===== src/rtl/mul_shift_add_pkg.sv =====
// alu_pkg: shared ALU types and widths used by the multiplier.
// No ports. Optional feature macro elsewhere: MUL_EARLY_TERM_EN.
package alu_pkg;

   localparam int XLEN   = 32;
   localparam int PROD_W = 2 * XLEN;

   typedef enum logic [1:0] {
      MUL_IDLE = 2'd0,
      MUL_BUSY = 2'd1,
      MUL_DONE = 2'd2
   } mul_state_t;

endpackage


===== src/rtl/mul_shift_add_if.sv =====
// mul_shift_add_if: operand/product handshake bundle for the multiplier.
// Ports: in_valid/in_ready/a/b (request), out_valid/out_ready/product, busy.
interface mul_shift_add_if #(
   parameter int WIDTH = 32
);

   logic                   in_valid;
   logic                   in_ready;
   logic [WIDTH-1:0]       a;
   logic [WIDTH-1:0]       b;
   logic                   out_valid;
   logic                   out_ready;
   logic [2*WIDTH-1:0]     product;
   logic                   busy;

   modport master (
      output in_valid, a, b, out_ready,
      input  in_ready, out_valid, product, busy
   );

   modport slave (
      input  in_valid, a, b, out_ready,
      output in_ready, out_valid, product, busy
   );

endinterface


===== src/rtl/mul_shift_add_adder.sv =====
// adder_32: WIDTH-bit ripple-carry adder with carry-in and carry-out.
// Ports: i_a, i_b (WIDTH), i_cin -> o_sum (WIDTH), o_cout.
module adder_32 #(
   parameter int WIDTH = 32
) (
   input  logic [WIDTH-1:0] i_a,
   input  logic [WIDTH-1:0] i_b,
   input  logic             i_cin,
   output logic [WIDTH-1:0] o_sum,
   output logic             o_cout
);

   logic [WIDTH:0] w_c;

   assign w_c[0] = i_cin;

   for (genvar g = 0; g < WIDTH; g++) begin : g_bit
      assign o_sum[g]  = i_a[g] ^ i_b[g] ^ w_c[g];
      assign w_c[g+1]  = (i_a[g] & i_b[g]) |
                         (w_c[g] & (i_a[g] ^ i_b[g]));
   end

   assign o_cout = w_c[WIDTH];

endmodule


===== src/rtl/mul_shift_add.sv =====
// mul_shift_add: multi-cycle unsigned shift-and-add multiplier (MUL/MULHU).
// Ports: clk, rst (sync, active-high), bus (mul_shift_add_if.slave).
// Optional: define MUL_EARLY_TERM_EN to skip iterations once b is exhausted.
module mul_shift_add
   import alu_pkg::*;
#(
   parameter int WIDTH = XLEN,
   parameter int CNT_W = $clog2(WIDTH) + 1
) (
   input  logic            clk,
   input  logic            rst,
   mul_shift_add_if.slave  bus
);

   localparam logic [1:0] S_IDLE = MUL_IDLE;
   localparam logic [1:0] S_BUSY = MUL_BUSY;
   localparam logic [1:0] S_DONE = MUL_DONE;

   localparam logic [CNT_W-1:0] LAST = CNT_W'(WIDTH - 1);

   logic [1:0]         r_state;
   logic [WIDTH-1:0]   r_mcand;
   logic [2*WIDTH-1:0] r_p;
   logic [CNT_W-1:0]   r_cnt;

   logic [WIDTH-1:0]   w_addend;
   logic [WIDTH-1:0]   w_sum;
   logic               w_cout;

   assign w_addend = r_p[0] ? r_mcand : '0;

   adder_32 #(
      .WIDTH (WIDTH)
   ) u_add (
      .i_a    (r_p[2*WIDTH-1:WIDTH]),
      .i_b    (w_addend),
      .i_cin  (1'b0),
      .o_sum  (w_sum),
      .o_cout (w_cout)
   );

`ifdef MUL_EARLY_TERM_EN
   // r_rem mirrors the multiplier bits not yet consumed; once it is zero
   // every remaining step would only shift P right, so do it in one go.
   logic [WIDTH-1:0]   r_rem;
   logic [CNT_W-1:0]   w_left;

   assign w_left = CNT_W'(WIDTH) - r_cnt;
`endif

   always_ff @(posedge clk) begin
      if (rst) begin
         r_state <= S_IDLE;
         r_mcand <= '0;
         r_p     <= '0;
         r_cnt   <= '0;
`ifdef MUL_EARLY_TERM_EN
         r_rem   <= '0;
`endif
      end else begin
         case (r_state)
            S_IDLE: begin
               if (bus.in_valid) begin
                  r_mcand <= bus.a;
                  r_p     <= {{WIDTH{1'b0}}, bus.b};
                  r_cnt   <= '0;
                  r_state <= S_BUSY;
`ifdef MUL_EARLY_TERM_EN
                  r_rem   <= bus.b;
`endif
               end
            end
            S_BUSY: begin
`ifdef MUL_EARLY_TERM_EN
               if (r_rem == '0) begin
                  r_p     <= r_p >> w_left;
                  r_cnt   <= CNT_W'(WIDTH);
                  r_state <= S_DONE;
               end else begin
                  r_p   <= {w_cout, w_sum, r_p[WIDTH-1:1]};
                  r_cnt <= r_cnt + CNT_W'(1);
                  r_rem <= r_rem >> 1;
                  if (r_cnt == LAST)
                     r_state <= S_DONE;
               end
`else
               // Carry-out lands in the top bit so the high word is exact.
               r_p   <= {w_cout, w_sum, r_p[WIDTH-1:1]};
               r_cnt <= r_cnt + CNT_W'(1);
               if (r_cnt == LAST)
                  r_state <= S_DONE;
`endif
            end
            S_DONE: begin
               if (bus.out_ready)
                  r_state <= S_IDLE;
            end
            default: r_state <= S_IDLE;
         endcase
      end
   end

   assign bus.in_ready  = (r_state == S_IDLE);
   assign bus.out_valid = (r_state == S_DONE);
   assign bus.busy      = (r_state == S_BUSY);
   assign bus.product   = r_p;

endmodule


===== src/flat_wrapper.sv =====
// flat-port wrapper written by rule: the top's interface ports become plain ports
module mul_shift_add_flat import alu_pkg::*;
#(
   parameter int WIDTH = XLEN,
   parameter int CNT_W = $clog2(WIDTH) + 1
)
  (clk, rst, bus_in_valid, bus_a, bus_b, bus_out_ready, bus_in_ready, bus_out_valid, bus_product, bus_busy);
  mul_shift_add_if #(.WIDTH(WIDTH)) bus_i ();
  input  logic clk;
  input  logic rst;
  input wire logic [$bits(bus_i.in_valid)-1:0] bus_in_valid;
  input wire logic [$bits(bus_i.a)-1:0] bus_a;
  input wire logic [$bits(bus_i.b)-1:0] bus_b;
  input wire logic [$bits(bus_i.out_ready)-1:0] bus_out_ready;
  output wire logic [$bits(bus_i.in_ready)-1:0] bus_in_ready;
  output wire logic [$bits(bus_i.out_valid)-1:0] bus_out_valid;
  output wire logic [$bits(bus_i.product)-1:0] bus_product;
  output wire logic [$bits(bus_i.busy)-1:0] bus_busy;
  assign bus_i.in_valid = bus_in_valid;
  assign bus_i.a = bus_a;
  assign bus_i.b = bus_b;
  assign bus_i.out_ready = bus_out_ready;
  assign bus_in_ready = bus_i.in_ready;
  assign bus_out_valid = bus_i.out_valid;
  assign bus_product = bus_i.product;
  assign bus_busy = bus_i.busy;
  mul_shift_add #(.WIDTH(WIDTH), .CNT_W(CNT_W)) u_core (.clk(clk), .rst(rst), .bus(bus_i));
endmodule

===== config.mk =====
export PLATFORM = sky130hd
export DESIGN_NAME = mul_shift_add_flat
export DESIGN_NICKNAME = d
export VERILOG_FILES = /design/src/rtl/mul_shift_add_pkg.sv /design/src/rtl/mul_shift_add_if.sv /design/src/rtl/mul_shift_add_adder.sv /design/src/rtl/mul_shift_add.sv /design/src/flat_wrapper.sv
export SDC_FILE = /design/constraint.sdc
export NUM_CORES = 1
export LEC_CHECK = 0
export BUFFER_PORTS_ARGS = -buffer_cell sky130_fd_sc_hd__buf_2
export CORE_MARGIN = 2
export CORE_UTILIZATION = 45
export CTS_CLUSTER_DIAMETER = 40
export DETAILED_ROUTE_END_ITERATION = 10
export PLACE_DENSITY = 0.7
export SETUP_SLACK_MARGIN = 0.5
export SLEW_MARGIN = 30
export SYNTH_ARGS = -nofsm -noshare
export SYNTH_HDL_FRONTEND = slang
export SYNTH_SLANG_ARGS = --single-unit

===== constraint.sdc =====
create_clock -name clk -period 24.5 [get_ports clk]
set_input_delay 1.225 -clock clk [delete_from_list [all_inputs] [get_ports clk]]
set_output_delay 1.225 -clock clk [all_outputs]
set_load 0.02 [all_outputs]

==> results of run 1 <==
sequential cells by signal, summed over array words and instances, names as in the netlist:
| name | flops |
|---|---|
| u_core.bus.product | 64 |
| u_core.r_mcand | 32 |
| u_core.r_cnt | 6 |
| u_core.r_state | 2 |
area by class of cell:
class / count / area [µm²] / area share [%]
multi-input cells: 425 / 2540 / 43.8
flip-flops and latches: 104 / 2080 / 35.9
repair buffers: 138 / 719 / 12.4
well taps: 140 / 175 / 3.02
clock buffers: 13 / 149 / 2.56
inverters: 35 / 131 / 2.26
clock inverters: 1 / 5.00 / 0.0862
critical path, delay by kind of cell, from the launching register on:
kind                       cells  cell delay [ns]
AOI/OAI and AO/OA              1             0.14
adders and majority gates     32            12.08
buffers and inverters          3             0.18
DFF                            1             0.53
and+or+nand+nor                2             0.33
how the worst max path moves through the flow:
stage                                                     end  slack, ns  depth (start not counted)                                from
after floorplan           u_core.bus.product[62]$_SDFFE_PP0P_      11.61                         37  u_core.bus.product[0]$_SDFFE_PP0P_
after global placement    u_core.bus.product[62]$_SDFFE_PP0P_      11.40                         38  u_core.bus.product[0]$_SDFFE_PP0P_
after detailed placement  u_core.bus.product[62]$_SDFFE_PP0P_      11.19                         38  u_core.bus.product[0]$_SDFFE_PP0P_
after CTS                 u_core.bus.product[62]$_SDFFE_PP0P_      11.14                         38  u_core.bus.product[0]$_SDFFE_PP0P_
after global routing      u_core.bus.product[62]$_SDFFE_PP0P_      10.67                         38  u_core.bus.product[0]$_SDFFE_PP0P_
final                     u_core.bus.product[62]$_SDFFE_PP0P_      11.18                         38  u_core.bus.product[0]$_SDFFE_PP0P_
metrics by stage:
stage	worst slack, ns	hold slack [ns]	cell area [µm²]	utilization [%]
2_1_floorplan	11.61	0.432	4940	-
5_1_grt	10.67	0.476	5810	53.8
6_report	11.18	0.458	5810	53.8
4_1_cts	11.14	0.459	5810	53.8
3_3_place_gp	11.40	0.443	5630	52.1
3_5_place_dp	11.19	0.444	5650	52.4
logic make-up (layout without fill, tap and decap cells):
kind of cell | count (synthesis) | in the layout
compound gates | 84 | 84
fa+ha+maj | 33 | 33
buf+inv | 79 | 187
flops | 104 | 104
simple gates | 308 | 308
Yosys cell counts:
cell type | n | area [µm²]
nor3b_2 | 1 | 12.5
a31oi_1 | 2 | 12.5
or4_1 | 2 | 15.0
dfxtp_1 | 104 | 2080
and2_1 | 2 | 12.5
nor3_1 | 7 | 35.0
or3b_2 | 6 | 52.6
buf_6 | 1 | 11.3
or3_1 | 2 | 12.5
o21ba_2 | 1 | 10.0
a21oi_1 | 75 | 375
nor3b_1 | 1 | 7.51
o221a_1 | 1 | 11.3
nor2b_1 | 2 | 12.5
fa_1 | 31 | 621
o21bai_1 | 1 | 7.51
o21ai_0 | 1 | 5.00
nand2b_1 | 39 | 244
buf_2 | 19 | 95.1
a211oi_1 | 2 | 15.0
o311ai_0 | 1 | 8.76
nor4_1 | 25 | 156
nand3_1 | 37 | 185
nor2_1 | 82 | 308
inv_2 | 1 | 3.75
inv_1 | 34 | 128
clkbuf_1 | 22 | 82.6
or3b_1 | 1 | 8.76
nand2_1 | 101 | 379
buf_1 | 2 | 7.51
ha_1 | 2 | 25.0
where the power goes:
| part | internal, mW | total, mW | switching (mW) | leakage [nW] |
|---|---|---|---|---|
| combinational | 0.0178 | 0.0498 | 0.0319 | 1.29 |
| sequential | 0.178 | 0.184 | 0.00662 | 0.852 |
| clock | 0.0388 | 0.0935 | 0.0547 | 0.0794 |
| total | 0.234 | 0.328 | 0.0932 | 2.22 |
layer usage:
metal,vias up,wire length [µm]
met5,-,0
met4,0,226
met3,16,458
met2,85,5610
met1,2041,5190
li1,2171,-
==> impl_metrics.json, run 1 <==
{
  "cap_violations": 0,
  "antenna_found_initial": 0,
  "grt_use_met1_pct": 25.7,
  "synthDistinctLibCells": 31,
  "cp_common_cell": "fa_1",
  "mostFrequentLayoutCells": "133 x buf_2, 104 x dfxtp_1, 101 x nand2_1",
  "hold_path_depth": 2,
  "max_freq_mhz": 75.1,
  "finalCritPeriodShare_pct": 54.4,
  "postCtsHoldBufs": 0,
  "status": "complete, no violations",
  "max_stage_delay_ns": 0.53,
  "met3_usage_pct": 2.57,
  "synth_warnings": 0,
  "cts.clk_slew.worst_paths_ns": 0.09,
  "hold_viol_final": 0,
  "yosys.area_share.simple_pct": 29.2,
  "start_util_pct": 45.8,
  "nFillCells": 1050,
  "slowest_stage": "dfxtp_1",
  "clk_latency_ns": 0.36,
  "post_cts_buffers": 0,
  "ys_seq_area_share_pct": 42.1,
  "finalSetupViolCount": 0,
  "drv_slew": 0,
  "root_buffer": "clkbuf_8",
  "start_kind": "flop",
  "grt_setup_unrepaired": "no",
  "synth-seq-cells": 104,
  "r2r-start": "u_core.bus.product[0]$_SDFFE_PP0P_",
  "dp_cells": 842,
  "critPathCaptureType": "flop",
  "hp-class": "flop to flop",
  "synth_area_mm2": 0.00494,
  "cts_made_buffers": 9,
  "die-width_um": 109,
  "total_power_mw": 0.328,
  "synth_cells": 608,
  "synth_nets": 709,
  "r2r_end": "u_core.bus.product[62]$_SDFFE_PP0P_",
  "nets": 814,
  "h-tree-depth": 3,
  "grt-ovfl-total": 0,
  "portBuffers": 134,
  "grt-busiest-layer": "met2",
  "drc": 0,
  "cp_data_arrival_time_ns": 13.61,
  "min_to": "u_core.r_mcand[20]$_SDFFE_PP0P_",
  "min_from": "u_core.r_mcand[20]$_SDFFE_PP0P_",
  "setup_tns_ns": 0,
  "cts_tree": "done",
  "muxShareOfSynthArea_pct": 0,
  "cts_buffer_depth": 2,
  "io_pins": 135,
  "rows": 38,
  "num_vias": 4313,
  "relSlewSlack_pct": 47.8,
  "path_max_fanout": 11,
  "totalWireLength_um": 11500,
  "vias_per_cell": 5.04,
  "synth_top_family_by_area": "simple AND/OR/NAND/NOR gates",
  "gp_congestion": 0.776,
  "dp_hpwl_um": 7700,
  "regToRegSetupSlack_ns": 11.18,
  "die_height_um": 109,
  "area_growth_pct": 17.5,
  "leakage_nw": 2.22,
  "drive_above_1_share_pct": 22.3,
  "final_common_cell": "buf_2",
  "power-per-cell-area_mw_per_mm2": 56.4,
  "synth_compound_area_share_pct": 9.01,
  "diodes": 0,
  "syn_avg_cell_area_um2": 8.13,
  "synth_xor_area_share_pct": 0,
  "cts_resized": 0,
  "critPathKind": "flop to flop",
  "core_area_mm2": 0.0108,
  "final_antenna_net_count": 0,
  "grt_first_pass_wirelength_um": 18800,
  "use_met2_pct": 33.9,
  "grt_pass1_vias": 4050,
  "clock_sinks": 104,
  "yosys.area_share.adder_pct": 13.1,
  "peakVddDrop_mv": 0.0299,
  "fin_skew_ns": 0.00763,
  "avgRoutedWirePerCell_um": 13.4,
  "finalCriticalPeriod_ns": 13.32,
  "cp_data_required_time_ns": 24.79,
  "track_usage_pct": 19.9,
  "drt_iter0_drc": 271,
  "firstDrtPassIters": 4,
  "final-instance-count-excl-fill": 856,
  "reg2regPathDepth": 38,
  "worst_slew_pin_slew_ns": 0.783,
  "dieArea_mm2": 0.0118,
  "grt_max_degree": 105
}
No activity file was read; power rests on OpenSTA's default activity.
==> run 2, diff against run 1 <==
--- a/config.mk
+++ b/config.mk
@@ -10,7 +10,7 @@
 export CORE_UTILIZATION = 45
 export CTS_CLUSTER_DIAMETER = 40
 export DETAILED_ROUTE_END_ITERATION = 10
-export PLACE_DENSITY = 0.7
+export PLACE_DENSITY = 0.73
 export SETUP_SLACK_MARGIN = 0.5
 export SLEW_MARGIN = 30
 export SYNTH_ARGS = -nofsm -noshare
==> constraint.sdc (replaced) <==
create_clock -name clk -period 10.75 [get_ports clk]
set_input_delay 0.5375 -clock clk [delete_from_list [all_inputs] [get_ports clk]]
set_output_delay 0.5375 -clock clk [all_outputs]
set_load 0.02 [all_outputs]
==> impl_metrics.json, run 2 (synthesis results as in run 1) <==
{
  "cts.clk_slew.worst_paths_ns": 0.10,
  "dp_cells": 848,
  "avgRoutedWirePerCell_um": 13.4,
  "p_seq_share_pct": 54.5,
  "die-width_um": 109,
  "grt-ovfl-total": 0,
  "mostFrequentLayoutCells": "133 x buf_2, 101 x nand2_1, 101 x dfxtp_1",
  "swShare_pct": 29.0,
  "antenna_found_initial": 2,
  "worst_slack_ns": -0.989,
  "dp_hpwl_um": 7880,
  "portBuffers": 134,
  "cts_made_buffers": 9,
  "core_area_mm2": 0.0108,
  "totalWireLength_um": 11600,
  "relSlewSlack_pct": 47.0,
  "critPathCaptureType": "flop",
  "cp_data_arrival_time_ns": 11.97,
  "clock_sinks": 104,
  "drive_above_1_share_pct": 28.6,
  "hp-class": "input port to flop",
  "setup_tns_ns": -3.07,
  "max_freq_mhz": 85.2,
  "p_int_mw": 0.546,
  "final_antenna_net_count": 0,
  "num_vias": 4342,
  "max_stage_delay_ns": 0.48,
  "worst_slew_pin_slew_ns": 0.795,
  "gp_congestion": 0.803,
  "power-per-cell-area_mw_per_mm2": 128,
  "rows": 38,
  "cp_data_required_time_ns": 10.98,
  "drv_slew": 0,
  "violations": "setup timing",
  "vias_per_cell": 5.02,
  "start_kind": "flop",
  "hold_viol_final": 0,
  "final_common_cell": "buf_2",
  "cap_violations": 0,
  "cp_common_cell": "fa_2",
  "largest_reg_flops": 64,
  "fin_skew_ns": 0.0121,
  "p_clk_share_pct": 30.4,
  "path_max_fanout": 2,
  "crit_start": "u_core.bus.product[0]$_SDFFE_PP0P_",
  "post_cts_buffers": 0,
  "finalCritPeriodShare_pct": 109,
  "die_height_um": 109,
  "drc": 0,
  "grt_first_pass_wirelength_um": 19100,
  "dieArea_mm2": 0.0118,
  "cts_tree": "done",
  "finalSetupViolCount": 5,
  "peakVddDrop_mv": 0.0690,
  "start_util_pct": 45.8,
  "h-tree-depth": 3,
  "status": "finished, violations left",
  "finish.utilization_pct": 55.5,
  "min_from": "bus_a[11]",
  "pwr-share-comb_pct": 15.1,
  "place_ws_ns": -0.986,
  "nets": 820,
  "finalCriticalPeriod_ns": 11.74,
  "track_usage_pct": 20.2,
  "grt_max_degree": 105,
  "r2r-start": "u_core.bus.product[0]$_SDFFE_PP0P_",
  "drt_iter0_drc": 199,
  "area_growth_pct": 21.2,
  "p_switching_mw": 0.223,
  "critPathKind": "flop to flop",
  "final-instance-count-excl-fill": 865,
  "io_pins": 135,
  "grt_pass1_vias": 4243,
  "clk_latency_ns": 0.36,
  "nFillCells": 1056,
  "grt_setup_unrepaired": "yes",
  "root_buffer": "clkbuf_8",
  "slowest_stage": "fa_1",
  "firstDrtPassIters": 4,
  "cts_buffer_depth": 2,
  "leakage_nw": 2.31
}
## run 2: cell types whose count changed in the layout (fill, tap and decap cells not counted), moves of 2 or more
cell / previous run / this run
inv_2: 1 / 3
dfxtp_1: 104 / 101
fa_2: 0 / 29
fa_1: 31 / 2
dfxtp_2: 0 / 2
buf_4: 3 / 9
inv_1: 34 / 32
## run 2: power by group through the flow
stage / Clock (mW) / Combinational (mW) / Sequential [mW]
final: 0.234 / 0.116 / 0.420
after CTS: 0.237 / 0.117 / 0.420
after global placement: 0 / 0.113 / 0.428
after floorplan: 0 / 0.0628 / 0.441
after global routing: 0.251 / 0.129 / 0.423
after detailed placement: 0 / 0.117 / 0.428
## run 2: worst paths after layout
path | slack, ns | depth (start not counted) | end
max reg2reg | -0.99 | 38 | u_core.bus.product[62]$_SDFFE_PP0P_
min | 0.40 | 3 | u_core.r_mcand[11]$_SDFFE_PP0P_
max | -0.99 | 38 | u_core.bus.product[62]$_SDFFE_PP0P_
min reg2reg | 0.46 | 2 | u_core.r_mcand[28]$_SDFFE_PP0P_
## run 2: per-stage QoR
stage | area (µm²) | hold WS, ns | total power, mW
after floorplan | 5040 | 0.432 | 0.504
after global placement | 5770 | 0.444 | 0.540
after detailed placement | 5790 | 0.447 | 0.545
after CTS | 5970 | 0.390 | 0.773
after global routing | 5990 | 0.397 | 0.802
final | 5990 | 0.399 | 0.769
## run 2: what timing repair did
item / 4_1_cts / 5_1_grt
pin swaps: 2 / 0
setup endpoints to repair: 6 / 7
endpoints found under the hold margin: 0 / 0
resized for setup: 1 / 2
hold buffers: 0 / 0
## run 2: critical path: cells and delay by family (launching register included)
family	cells	cell delay (ns)
flops	1	0.35
fa+ha+maj	32	10.81
simple gates	2	0.26
compound gates	1	0.05
buf+inv	3	0.14
## run 2: final cells by class
| class | count | area, µm² | area share (%) |
|---|---|---|---|
| multi-input combinational | 425 | 2640 | 44.1 |
| sequential | 104 | 2090 | 34.9 |
| timing repair buffer | 144 | 764 | 12.8 |
| tap | 140 | 175 | 2.93 |
| clock buffer | 13 | 159 | 2.65 |
| inverter | 35 | 131 | 2.19 |
| clock inverter | 3 | 25.0 | 0.418 |
| antenna | 1 | 2.50 | 0.0418 |
## run 2: per-layer routing
layer / track usage (%) / vias to the layer above / share of wire (%)
met4: 7.60 / 2 / 1.6
met5: 0 / - / 0.060
met2: 35.1 / 77 / 50
li1: - / 2189 / -
met3: 3.29 / 17 / 3.7
met1: 25.2 / 2057 / 44
==> run 3, diff against run 2 <==
--- a/config.mk
+++ b/config.mk
@@ -10,9 +10,11 @@
 export CORE_UTILIZATION = 45
 export CTS_CLUSTER_DIAMETER = 40
 export DETAILED_ROUTE_END_ITERATION = 10
+export MAX_ROUTING_LAYER = met4
 export PLACE_DENSITY = 0.73
 export SETUP_SLACK_MARGIN = 0.5
 export SLEW_MARGIN = 30
 export SYNTH_ARGS = -nofsm -noshare
 export SYNTH_HDL_FRONTEND = slang
+export SYNTH_HIERARCHICAL = 1
 export SYNTH_SLANG_ARGS = --single-unit
==> impl_metrics.json, run 3 <==
{
  "firstDrtPassIters": 4,
  "critPathKind": "flop to flop",
  "num_vias": 4226,
  "cts_tree": "done",
  "cts_buffer_depth": 2,
  "antenna_found_initial": 0,
  "dp_hpwl_um": 8170,
  "area_growth_pct": 18.9,
  "dieArea_mm2": 0.0119,
  "cts_made_buffers": 9,
  "drv_slew": 0,
  "power-per-cell-area_mw_per_mm2": 130,
  "synth-seq-cells": 104,
  "gp_congestion": 0.812,
  "finalSetupViolCount": 5,
  "h-tree-depth": 3,
  "critPathCaptureType": "flop",
  "nets": 758,
  "setup_tns_ns": -4.06,
  "clk_latency_ns": 0.36,
  "final_common_cell": "buf_2",
  "finish.utilization_pct": 54.6,
  "drt_iter0_drc": 264,
  "grt_max_degree": 105,
  "cp_data_required_time_ns": 11.04,
  "synthTopCellsByArea": "dfxtp_1 42%, fa_1 13%, a21oi_1 8.4%, nand2_1 7.7%, a2111oi_2 4.5%",
  "grt_first_pass_wirelength_um": 20100,
  "total_power_mw": 0.768,
  "ys.flop_type": "dfxtp_1",
  "path_max_fanout": 2,
  "status": "finished, violations left",
  "yosys.area.top_type_share_pct": 42.0,
  "final_antenna_net_count": 0,
  "largest_reg_flops": 64,
  "diodes": 0,
  "die-width_um": 109,
  "synth_most_common_cell": "dfxtp_1",
  "worst_slack_ns": -1.28,
  "synth_warnings": 6,
  "synth_enable_flop_cells": 0,
  "relSlewSlack_pct": 37.6,
  "syn_avg_cell_area_um2": 9.01,
  "grt_pass1_vias": 4173,
  "synth_area_leader_cell": "dfxtp_1",
  "clock_sinks": 104,
  "max_freq_mhz": 83.2,
  "cp_data_arrival_time_ns": 12.32,
  "avgRoutedWirePerCell_um": 15.2,
  "die_height_um": 109,
  "hold_viol_final": 0,
  "hp-class": "input port to flop",
  "worst_slew_pin_slew_ns": 0.935,
  "drc": 0,
  "synth_cells": 550,
  "rows": 38,
  "crit_start": "u_core/bus.product[0]$_SDFFE_PP0P_",
  "synth_area_mm2": 0.00496,
  "fin_skew_ns": 0.0104,
  "synth_nets": 651,
  "io_pins": 135,
  "core_area_mm2": 0.0108,
  "synth_common_cells": "104 x dfxtp_1, 102 x nand2_1, 83 x a21oi_1, 37 x nand3_1, 36 x nor2_1",
  "drive_above_1_share_pct": 32.9,
  "synthDistinctLibCells": 32,
  "postCtsHoldBufs": 0,
  "start_kind": "flop",
  "regArea_mm2": 0.00209,
  "grt-ovfl-total": 0,
  "leakage_nw": 2.49,
  "totalWireLength_um": 12200,
  "vias_per_cell": 5.27,
  "finalCritPeriodShare_pct": 112,
  "portBuffers": 134,
  "slowest_stage": "fa_1",
  "ys_seq_area_share_pct": 42.0,
  "max_stage_delay_ns": 0.39,
  "start_util_pct": 45.9,
  "synth-async-reset-ratio_pct": 0,
  "root_buffer": "clkbuf_8",
  "peakVddDrop_mv": 0.0849,
  "multi_input_area_mm2": 0.00262,
  "violations": "setup timing",
  "r2r-start": "u_core/bus.product[0]$_SDFFE_PP0P_",
  "nFillCells": 990,
  "min_from": "bus_a[6]",
  "cp_common_cell": "fa_2",
  "track_usage_pct": 22.0,
  "cap_violations": 0,
  "mostFrequentLayoutCells": "133 x buf_2, 103 x dfxtp_1, 102 x nand2_1",
  "cts.clk_slew.worst_paths_ns": 0.10,
  "finalCriticalPeriod_ns": 12.03,
  "grt_setup_unrepaired": "yes"
}
==> run 3: changes by cell type after synthesis, moves of 5 or more <==
| cell | before | now |
|---|---|---|
| and2_1 | 2 | 32 |
| o221a_2 | 0 | 7 |
| a2111oi_2 | 0 | 15 |
| nor2_1 | 82 | 36 |
| inv_1 | 34 | 26 |
| buf_6 | 1 | 7 |
| a21oi_1 | 75 | 83 |
| or3b_2 | 6 | 0 |
| nor3_1 | 7 | 2 |
| o221a_1 | 1 | 9 |
| nand2b_1 | 39 | 2 |
| nor4_1 | 25 | 0 |
==> run 3: routing by layer <==
metal  wire length, µm  global-route usage (%)  up-vias  part of all wire [%]
met2              6090                    35.5      106                    50
met1              5410                    28.1     2051                    44
met5                 0                       -        -                     0
met4               243                    9.16        0                   2.0
met3               463                    2.39       18                   3.8
li1                  -                       -     2051                     -
==> run 3: cell families after synthesis <==
group	Yosys count	synth area share, %
simple gates	220	20.1
buf+inv	71	6.97
flops	104	42.0
mux	1	0.202
other cells	1	0.0757
compound gates	120	17.5
fa+ha+maj	33	13.2
==> run 3: final cells by class <==
class / count / share of cell area, %
Timing Repair Buffer: 140 / 12.3
Multi-Input combinational cell: 375 / 44.5
Tap cell: 140 / 2.97
Clock inverter: 5 / 0.531
Sequential cell: 104 / 35.4
Inverter: 27 / 1.72
Clock buffer: 11 / 2.57
==> run 3: worst max-delay path, delay by kind of cell, from the launching register on <==
kind | cells | cell delay, ns
adders and majority gates | 32 | 11.03
DFF | 1 | 0.35
buffers and inverters | 4 | 0.24
and+or+nand+nor | 2 | 0.17
AOI/OAI and AO/OA | 1 | 0.15
==> run 3: what timing repair did <==
| action | CTS | global route |
|---|---|---|
| buffers inserted | 0 | 0 |
| resized for setup | 0 | 0 |
| setup endpoints to repair | 7 | 7 |
==> run 3: final timing paths <==
path                                         end  slack [ns]  depth (start not counted)
max          u_core/bus.product[62]$_SDFFE_PP0P_       -1.28                         39
min               u_core/r_mcand[6]$_SDFFE_PP0P_        0.41                          3
max reg2reg  u_core/bus.product[62]$_SDFFE_PP0P_       -1.28                         39
min reg2reg       u_core/r_mcand[9]$_SDFFE_PP0P_        0.46                          2
==> run 3: per-stage QoR <==
step,area (µm²),hold WS (ns),setup slack [ns],instances
5_1_grt,5890,0.393,-1.51,802
2_1_floorplan,5050,0.432,-1.04,550
4_1_cts,5890,0.385,-1.23,802
3_5_place_dp,5710,0.445,-1.21,786
3_3_place_gp,5700,0.438,-1.04,786
6_report,5890,0.409,-1.28,802
==> run 3: report_power, final <==
part           internal (mW)  switching [mW]  total (mW)  leakage [nW]
logic                 0.0434          0.0783       0.122          1.54
registers              0.405          0.0130       0.418         0.852
clock network         0.0963           0.132       0.228        0.0951
total                  0.545           0.223       0.768          2.49
